File: config.mk
export PLATFORM = sky130hd
export DESIGN_NAME = fetch
export DESIGN_NICKNAME = d
export VERILOG_FILES = /design/src/rtl/fetch.sv
export SDC_FILE = /design/constraint.sdc
export NUM_CORES = 1
export LEC_CHECK = 0
export BUFFER_PORTS_ARGS = -buffer_cell sky130_fd_sc_hd__buf_2
export CORE_MARGIN = 2
export CORE_UTILIZATION = 29
export CTS_CLUSTER_DIAMETER = 150
export CTS_CLUSTER_SIZE = 20
export DETAILED_ROUTE_END_ITERATION = 6
export GPL_TIMING_DRIVEN = 0
export MAX_ROUTING_LAYER = met4
export RECOVER_POWER = 100
export SLEW_MARGIN = 15
export SYNTH_ARGS = -nofsm -noshare
export SYNTH_HDL_FRONTEND = slang
export SYNTH_SLANG_ARGS = --single-unit
File: constraint.sdc
create_clock -name clk -period 3.2 [get_ports clk]
set_input_delay 0.32 -clock clk [delete_from_list [all_inputs] [get_ports clk]]
set_output_delay 0.32 -clock clk [all_outputs]
set_load 0.05 [all_outputs]
File: src/rtl/fetch.sv
// -----------------------------------------------------------------------------
// fetch
//
// Instruction-fetch and stage sequencer for the multi-cycle RV32 core. Holds
// the program counter, runs a req/ack fetch against instruction memory,
// latches the instruction word that decode reads as its IR, and walks the
// stage select FETCH -> DECODE -> EXECUTE -> MEMORY -> WRITEBACK. Branch/jump
// redirects from execute are applied when the instruction retires.
//
// Ports
//   clk            core clock, all state changes on the rising edge
//   reset          asynchronous, active-high reset
//   imem_req_o     fetch request (high exactly while in FETCH)
//   imem_addr_o    fetch address, always equal to pc_o
//   imem_data_i    instruction word, valid with imem_ack_i
//   imem_ack_i     memory acknowledge (ignored outside FETCH)
//   ir_o           latched instruction word for decode
//   pc_o           PC of the instruction in ir_o
//   stage_o        current stage code
//   stall_i        hold request, honoured in EXECUTE and MEMORY only
//   redirect_i     taken branch/jump, sampled on the EXECUTE exit cycle
//   redirect_pc_i  redirect target
//   retire_o       one-cycle pulse while in WRITEBACK
//   fault_o        sticky fault (fetch timeout or misaligned redirect)
//
// Stages
//   stage      | code | meaning
//   FETCH      | 0    | request instruction at pc, wait for ack or timeout
//   DECODE     | 1    | single cycle, decode reads ir_o
//   EXECUTE    | 2    | hold on stall, compute next pc on exit
//   MEMORY     | 3    | hold on stall
//   WRITEBACK  | 4    | single cycle, retire pulse, pc <= next pc
//   HALT       | 7    | fault terminal state, left only through reset
// Codes 5 and 6 are never produced; if ever seen they behave as HALT.
// -----------------------------------------------------------------------------
module fetch #(
    parameter logic [31:0] RESET_PC = 32'h0000_0000,
    parameter int unsigned MAX_WAIT = 255
) (
    input  logic        clk,
    input  logic        reset,
    output logic        imem_req_o,
    output logic [31:0] imem_addr_o,
    input  logic [31:0] imem_data_i,
    input  logic        imem_ack_i,
    output logic [31:0] ir_o,
    output logic [31:0] pc_o,
    output logic [2:0]  stage_o,
    input  logic        stall_i,
    input  logic        redirect_i,
    input  logic [31:0] redirect_pc_i,
    output logic        retire_o,
    output logic        fault_o
);

    typedef enum logic [2:0] {
        ST_FETCH     = 3'd0,
        ST_DECODE    = 3'd1,
        ST_EXECUTE   = 3'd2,
        ST_MEMORY    = 3'd3,
        ST_WRITEBACK = 3'd4,
        ST_HALT      = 3'd7
    } stage_e;

    localparam logic [31:0] NOP_INSN = 32'h0000_0013;

    // A zero-width counter is not legal, so the timeout-disabled case keeps
    // one idle bit.
    localparam int WAIT_W = (MAX_WAIT > 0) ? $clog2(MAX_WAIT + 1) : 1;
    localparam logic [WAIT_W-1:0] WAIT_LIMIT = WAIT_W'(MAX_WAIT);
    localparam logic [WAIT_W-1:0] WAIT_ONE   = WAIT_W'(1);

    stage_e              stage_q,   stage_d;
    logic [31:0]         pc_q,      pc_d;
    logic [31:0]         next_pc_q, next_pc_d;
    logic [31:0]         ir_q,      ir_d;
    logic                fault_q,   fault_d;
    logic [WAIT_W-1:0]   wait_q,    wait_d;

    logic                timeout;
    logic                redirect_misaligned;

    assign timeout             = (MAX_WAIT != 0) && (wait_q == WAIT_LIMIT);
    assign redirect_misaligned = (redirect_pc_i[1:0] != 2'b00);

    // -------------------------------------------------------------------------
    // State register
    // -------------------------------------------------------------------------
    always_ff @(posedge clk or posedge reset) begin
        if (reset) begin
            stage_q   <= ST_FETCH;
            pc_q      <= RESET_PC;
            next_pc_q <= RESET_PC;
            ir_q      <= NOP_INSN;
            fault_q   <= 1'b0;
            wait_q    <= '0;
        end else begin
            stage_q   <= stage_d;
            pc_q      <= pc_d;
            next_pc_q <= next_pc_d;
            ir_q      <= ir_d;
            fault_q   <= fault_d;
            wait_q    <= wait_d;
        end
    end

    // -------------------------------------------------------------------------
    // Next-state logic
    // -------------------------------------------------------------------------
    always_comb begin
        stage_d   = stage_q;
        pc_d      = pc_q;
        next_pc_d = next_pc_q;
        ir_d      = ir_q;
        fault_d   = fault_q;
        wait_d    = wait_q;

        case (stage_q)
            ST_FETCH: begin
                // Ack has priority over a timeout landing on the same edge.
                if (imem_ack_i) begin
                    ir_d    = imem_data_i;
                    wait_d  = '0;
                    stage_d = ST_DECODE;
                end else if (timeout) begin
                    fault_d = 1'b1;
                    stage_d = ST_HALT;
                end else if (MAX_WAIT != 0) begin
                    wait_d = wait_q + WAIT_ONE;
                end
            end

            ST_DECODE: begin
                stage_d = ST_EXECUTE;
            end

            ST_EXECUTE: begin
                // Redirect is only looked at on the cycle the stage is left.
                if (!stall_i) begin
                    if (redirect_i) begin
                        if (redirect_misaligned) begin
                            fault_d = 1'b1;
                            stage_d = ST_HALT;
                        end else begin
                            next_pc_d = redirect_pc_i;
                            stage_d   = ST_MEMORY;
                        end
                    end else begin
                        next_pc_d = pc_q + 32'd4;
                        stage_d   = ST_MEMORY;
                    end
                end
            end

            ST_MEMORY: begin
                if (!stall_i) begin
                    stage_d = ST_WRITEBACK;
                end
            end

            ST_WRITEBACK: begin
                pc_d    = next_pc_q;
                stage_d = ST_FETCH;
            end

            default: begin
                stage_d = ST_HALT;
            end
        endcase
    end

    // -------------------------------------------------------------------------
    // Outputs: request and retire come straight off the stage register so they
    // cannot glitch on input activity.
    // -------------------------------------------------------------------------
    assign imem_req_o  = (stage_q == ST_FETCH);
    assign retire_o    = (stage_q == ST_WRITEBACK);
    assign imem_addr_o = pc_q;
    assign pc_o        = pc_q;
    assign ir_o        = ir_q;
    assign stage_o     = stage_q;
    assign fault_o     = fault_q;

endmodule
==> impl_metrics.tcl, run 1 <==
set metrics [dict create \
    drive_above_1_share 0.266 \
    internal_power_mw 2.61 \
    combPwrFrac 0.255 \
    gr-max-usage-layer "met2" \
    num_rows 49 \
    firstDrtPassIters 5 \
    maxCapViolCount 1 \
    setup_viol 0 \
    power_density_nw_per_um2 603 \
    rsz0062_at_grt "no" \
    portBuffers 170 \
    grt_max_degree 70 \
    n_fill_cell 1873 \
    die_h_um 141 \
    worst-setup-path-type "reg2out" \
    cts_tree "done" \
    area_growth_pct 24.4 \
    drt_iter0_drc 237 \
    synth.net_count 557 \
    grt_pass1_wl_mm 22.6 \
    vias_per_cell 4.75 \
    io_pins 171 \
    cp.arrival_ps 2350 \
    dp_hpwl_mm 10.6 \
    gp_congestion 0.782 \
    drc 0 \
    numCtsBuffers 9 \
    synth_flop_cell "dfrtp_1" \
    start_kind "register" \
    yosys_register_bits 108 \
    clockPowerShare 0.310 \
    grt_usage 0.150 \
    tightest_slew_ps 1850 \
    pwr-share-seq 0.434 \
    fmax_ghz 0.375 \
    grt_pass1_vias 4036 \
    final_util 0.371 \
    start_util 0.298 \
    cts_setup_buffers 0 \
    ant_nets 0 \
    yosysSeqAreaShare 0.500 \
    layout_common_cells "115 x clkbuf_1, 105 x dfrtp_1, 75 x buf_2" \
    postSynth.asyncResetShare 1.00 \
    ir_worst_vdd_v 0.000267 \
    die_area_um2 19800 \
    core_um2 18100 \
    diodes 0 \
    drv_slew 40 \
    cts.repair.resized 0 \
    min_period_ps 2670 \
    p_leak_nw 3.10 \
    power_mw 4.06 \
    post-route-period-util 0.833 \
    yosysWarnings 0 \
    die-width_um 141 \
    critical_path_peak_fanout 10 \
    final_nets 740 \
    hold_violations 0 \
    clkLatencyLatePin_ps 350 \
    worst_hold_slack_ps 180 \
    cp.required_ps 2880 \
    num_vias 4285 \
    synth_area_per_cell_um2 11.1 \
    root_buffer "clkbuf_16" \
    wl_per_cell_um 16.1 \
    p_sw_mw 1.45 \
    failed_checks "max-capacitance violations, max-slew violations" \
    wl_mm 14.6 \
    antenna_found_initial 0 \
    status "complete, but fails checks" \
    grt_overflow_total 0 \
    swShare 0.356 \
    grt_use_met3 0.0238 \
    netlist_instances 486 \
    cts.clk_slew.worst_paths_ps 70 \
    clk_path_buf_depth 2 \
    ys_types 57 \
    grtUsageMet1 0.202 \
    met2_usage 0.236 \
    hold_path_class "in2reg" \
    netlist_area_um2 5410 \
    finClkSkew_ps 7.50 \
    worst_slew_margin_rel -0.240 \
    synth-edff-count 0 \
    critPathCaptureType "output pin" \
    final_common_cell "clkbuf_1" \
    htreeDepth 3 \
    clkSinkCount 108 \
]
critical path, cell delays in order (launching register included):
cell	delay [ps]
dfrtp_1	390
clkbuf_1	390
inv_1	160
nor3_4	430
buf_2	320
buf_2	300
synth_stat cells (all sizes together) (9+ instances only):
cell type	instances	area [µm²]
dfrtp	105	2630
mux2	62	698
buf	50	373
nand2	37	139
o21ai	34	170
nor2	27	101
nand3	22	110
a21oi	16	80.1
xor2	16	140
nand4	12	96.3
nor3	10	72.6
xnor2	10	87.6
o22ai	9	56.3
logic make-up after synthesis:
kind of cell             after synthesis  synth area share
buffers and inverters                 64            0.0786
multiplexers                          65             0.135
AND/OR/NAND/NOR                      135             0.139
adder cells (fa/ha/maj)                2           0.00462
AO/OA/AOI/OAI                         86             0.101
flip-flops                           108             0.500
XOR/XNOR                              26            0.0421
layout make-up:
| class | count | area [µm²] | share of cell area |
|---|---|---|---|
| repair buffers | 172 | 762 | 0.113 |
| clock inverters | 5 | 82.6 | 0.0123 |
| clock buffers | 11 | 253 | 0.0375 |
| flip-flops and latches | 108 | 2710 | 0.402 |
| plain buffers | 56 | 368 | 0.0546 |
| inverters | 8 | 31.3 | 0.00465 |
| well taps | 229 | 287 | 0.0426 |
| multi-input cells | 314 | 2240 | 0.333 |
power groups by stage:
stage,registers [mW],clock network (mW),logic (mW)
floorplan,2.14,0,0.443
global placement,1.78,0,1.07
detailed placement,1.79,0,1.09
CTS,1.76,1.29,1.09
global route,1.80,1.35,1.11
finish,1.76,1.26,1.04
registers in the layout, summed over array words and instances (netlist names):
signal / cells
imem_addr_o: 32
ir_o: 32
next_pc_q: 32
wait_q: 8
stage_o: 3
fault_o: 1
worst paths after layout:
kind                                  from              end  slack (ps)  cells past startpoint
setup / recovery                stage_o[2]         retire_o         530                      5
hold / removal             imem_data_i[17]         ir_o[17]         180                      2
min in group asynchronous            reset         ir_o[25]        1000                      3
max in group asynchronous            reset    next_pc_q[26]        1210                      4
hold reg to reg                    fault_o          fault_o         460                      1
setup reg to reg                stage_o[2]  imem_addr_o[31]         670                      5
routing by layer:
layer,vias to the layer above,wire length (µm)
met4,0,174
met3,12,802
met5,-,0
li1,2066,-
met2,153,6800
met1,2054,6790
per-stage QoR:
stage	setup slack (ps)	instance area, µm²	TNS, ps	cells
floorplan	39.4	5410	0	486
global placement	-1400	6550	-147120	885
detailed placement	1060	6580	0	886
CTS	766	6930	0	903
global route	339	6730	0	903
finish	533	6730	0	903
what timing repair did:
action,CTS,global route
endpoints found under the setup margin,0,0
hold buffers,1,0
hold endpoints to repair,36,0
(Power assumes the default switching activity.)
==> run 2, diff against run 1 <==
==> constraint.sdc (replaced) <==
create_clock -name clk -period 2.5 [get_ports clk]
set_input_delay 0.25 -clock clk [delete_from_list [all_inputs] [get_ports clk]]
set_output_delay 0.25 -clock clk [all_outputs]
set_load 0.05 [all_outputs]
==> run 2 against run 1 <==
Effect of this change: sequential power increased by 28%; first-iteration DRC count decreased by 11%; routed wire length down 3.0%; largest cell class unchanged; via count shrank 1.2%; the flow now finishes without violations.
==> impl_metrics.tcl, run 2 (synthesis gave the netlist of run 1 again) <==
set metrics [dict create \
    tightest_slew_ps 1030 \
    cp_top_family "buffers and inverters" \
    min_period_ps 2320 \
    grt_use_met3 0.0343 \
    firstDrtPassIters 4 \
    pwr-share-seq 0.430 \
    die_h_um 141 \
    critical_path_peak_fanout 10 \
    gr-max-usage-layer "met2" \
    status "complete, no violations" \
    cts.repair.resized 0 \
    grt_overflow_total 0 \
    numCtsBuffers 9 \
    internal_power_mw 3.40 \
    cp.required_ps 2250 \
    antenna_found_initial 0 \
    clkSinkCount 108 \
    dp_cells 888 \
    num_rows 49 \
    critPathCaptureType "output pin" \
    grt_pass1_wl_mm 21.6 \
    clkLatencyLatePin_ps 360 \
    clk_path_buf_depth 2 \
    cts.clk_slew.worst_paths_ps 70 \
    final_nets 742 \
    hold_path_class "in2reg" \
    die_area_um2 19800 \
    clockPowerShare 0.317 \
    drc 0 \
    io_pins 171 \
    path_cells "buf_4 > inv_1 > nor3_4 > buf_2 > clkbuf_2" \
    cts_tree "done" \
    critPathMaxStageDelay_ps 410 \
    root_buffer "clkbuf_16" \
    hold_violations 0 \
    p_leak_nw 3.12 \
    multiInputGateArea_um2 2240 \
    critPathSlowestCell "nor3_4" \
    worst_slew_margin_rel 0.310 \
    vias_per_cell 4.68 \
    dp_slack_ps 349 \
    grt_usage 0.145 \
    num_vias 4235 \
    fin_area_um2 6760 \
    wl_per_cell_um 15.6 \
    die-width_um 141 \
    setup_viol 0 \
    cp.arrival_ps 2070 \
    path_buf_inv 4 \
    maxCapViolCount 0 \
    htreeDepth 3 \
    wl_mm 14.1 \
    post_dp_cell_area_um2 6610 \
    tns_ps 0 \
    dp_hpwl_mm 10.6 \
    area_growth_pct 24.9 \
    grt_max_degree 33 \
    combPwrFrac 0.253 \
    rsz0062_at_grt "no" \
    fmax_ghz 0.431 \
    start_kind "register" \
    fin_ws_ps 178 \
    gp_congestion 0.797 \
    swShare 0.351 \
    power_density_nw_per_um2 775 \
    ir_worst_vdd_v 0.000355 \
    worst-setup-path-type "reg2out" \
    instances_no_fill 905 \
    grt_pass1_vias 3884 \
    drt_iter0_drc 210 \
    portBuffers 170 \
    layout_common_cells "112 x clkbuf_1, 105 x dfrtp_1, 74 x buf_2" \
    p_sw_mw 1.84 \
    post-route-period-util 0.929 \
    drv_slew 0 \
    start_util 0.298 \
    met2_usage 0.233 \
    drive_above_1_share 0.271 \
    finClkSkew_ps 7.58 \
    grtUsageMet1 0.183 \
    regArea_um2 2710 \
    ant_nets 0 \
    core_um2 18100 \
    final_common_cell "clkbuf_1" \
    diodes 0 \
    n_fill_cell 1893 \
]
-- run 2: cell types whose count changed in the layout (fill, tap and decap cells not counted), moves of 2 or more --
cell,delta
clkbuf_2,+5
clkbuf_1,-3
clkbuf_8,-2
inv_6,+2
o21ai_0,-2
o21ai_1,+2
-- run 2: power by group through the flow --
stage	Combinational, mW	Sequential, mW	Clock [mW]
final	1.32	2.25	1.66
after global routing	1.41	2.30	1.78
after CTS	1.40	2.25	1.71
after detailed placement	1.40	2.29	0
after global placement	1.38	2.28	0
after floorplan	0.567	2.74	0
-- run 2: per-stage QoR --
stage	util	hold WS, ps	power [mW]
after floorplan	-	385	3.30
after global placement	0.361	434	3.65
after detailed placement	0.364	338	3.68
after CTS	0.384	97.3	5.37
after global routing	0.372	94.9	5.48
final	0.372	110	5.24
-- run 2: layout make-up --
class | count | area share
tap | 229 | 0.0424
sequential | 108 | 0.401
buffer | 56 | 0.0565
inverter | 8 | 0.00463
timing repair buffer | 174 | 0.113
clock inverter | 6 | 0.0172
clock buffer | 10 | 0.0339
multi-input combinational | 314 | 0.332
-- run 2: worst register-to-register path: stages (launching register included) --
cell      delay [ps]
dfrtp_1          400
buf_2            190
nand3b_1         240
nor3_2           520
nand2_1          330
clkbuf_2         300
o22ai_1          220
-- run 2: final timing paths --
check / from / to / slack [ps] / cells past startpoint
min in group asynchronous: reset / ir_o[25] / 630 / 3
hold / removal: imem_data_i[17] / ir_o[17] / 110 / 2
setup / recovery: stage_o[2] / retire_o / 180 / 5
max in group asynchronous: reset / imem_addr_o[6] / 450 / 5
hold reg to reg: fault_o / fault_o / 460 / 1
setup reg to reg: stage_o[0] / next_pc_q[27] / 220 / 6
-- run 2: what timing repair did --
item	in CTS	in global routing
hold endpoints to repair	19	0
buffers inserted	0	0
hold buffers	1	0
-- run 2: layer usage --
layer	up-vias	part of all wire
li1	2065	-
met1	2018	0.46
met2	138	0.46
met3	14	0.060
met4	0	0.015
met5	-	0
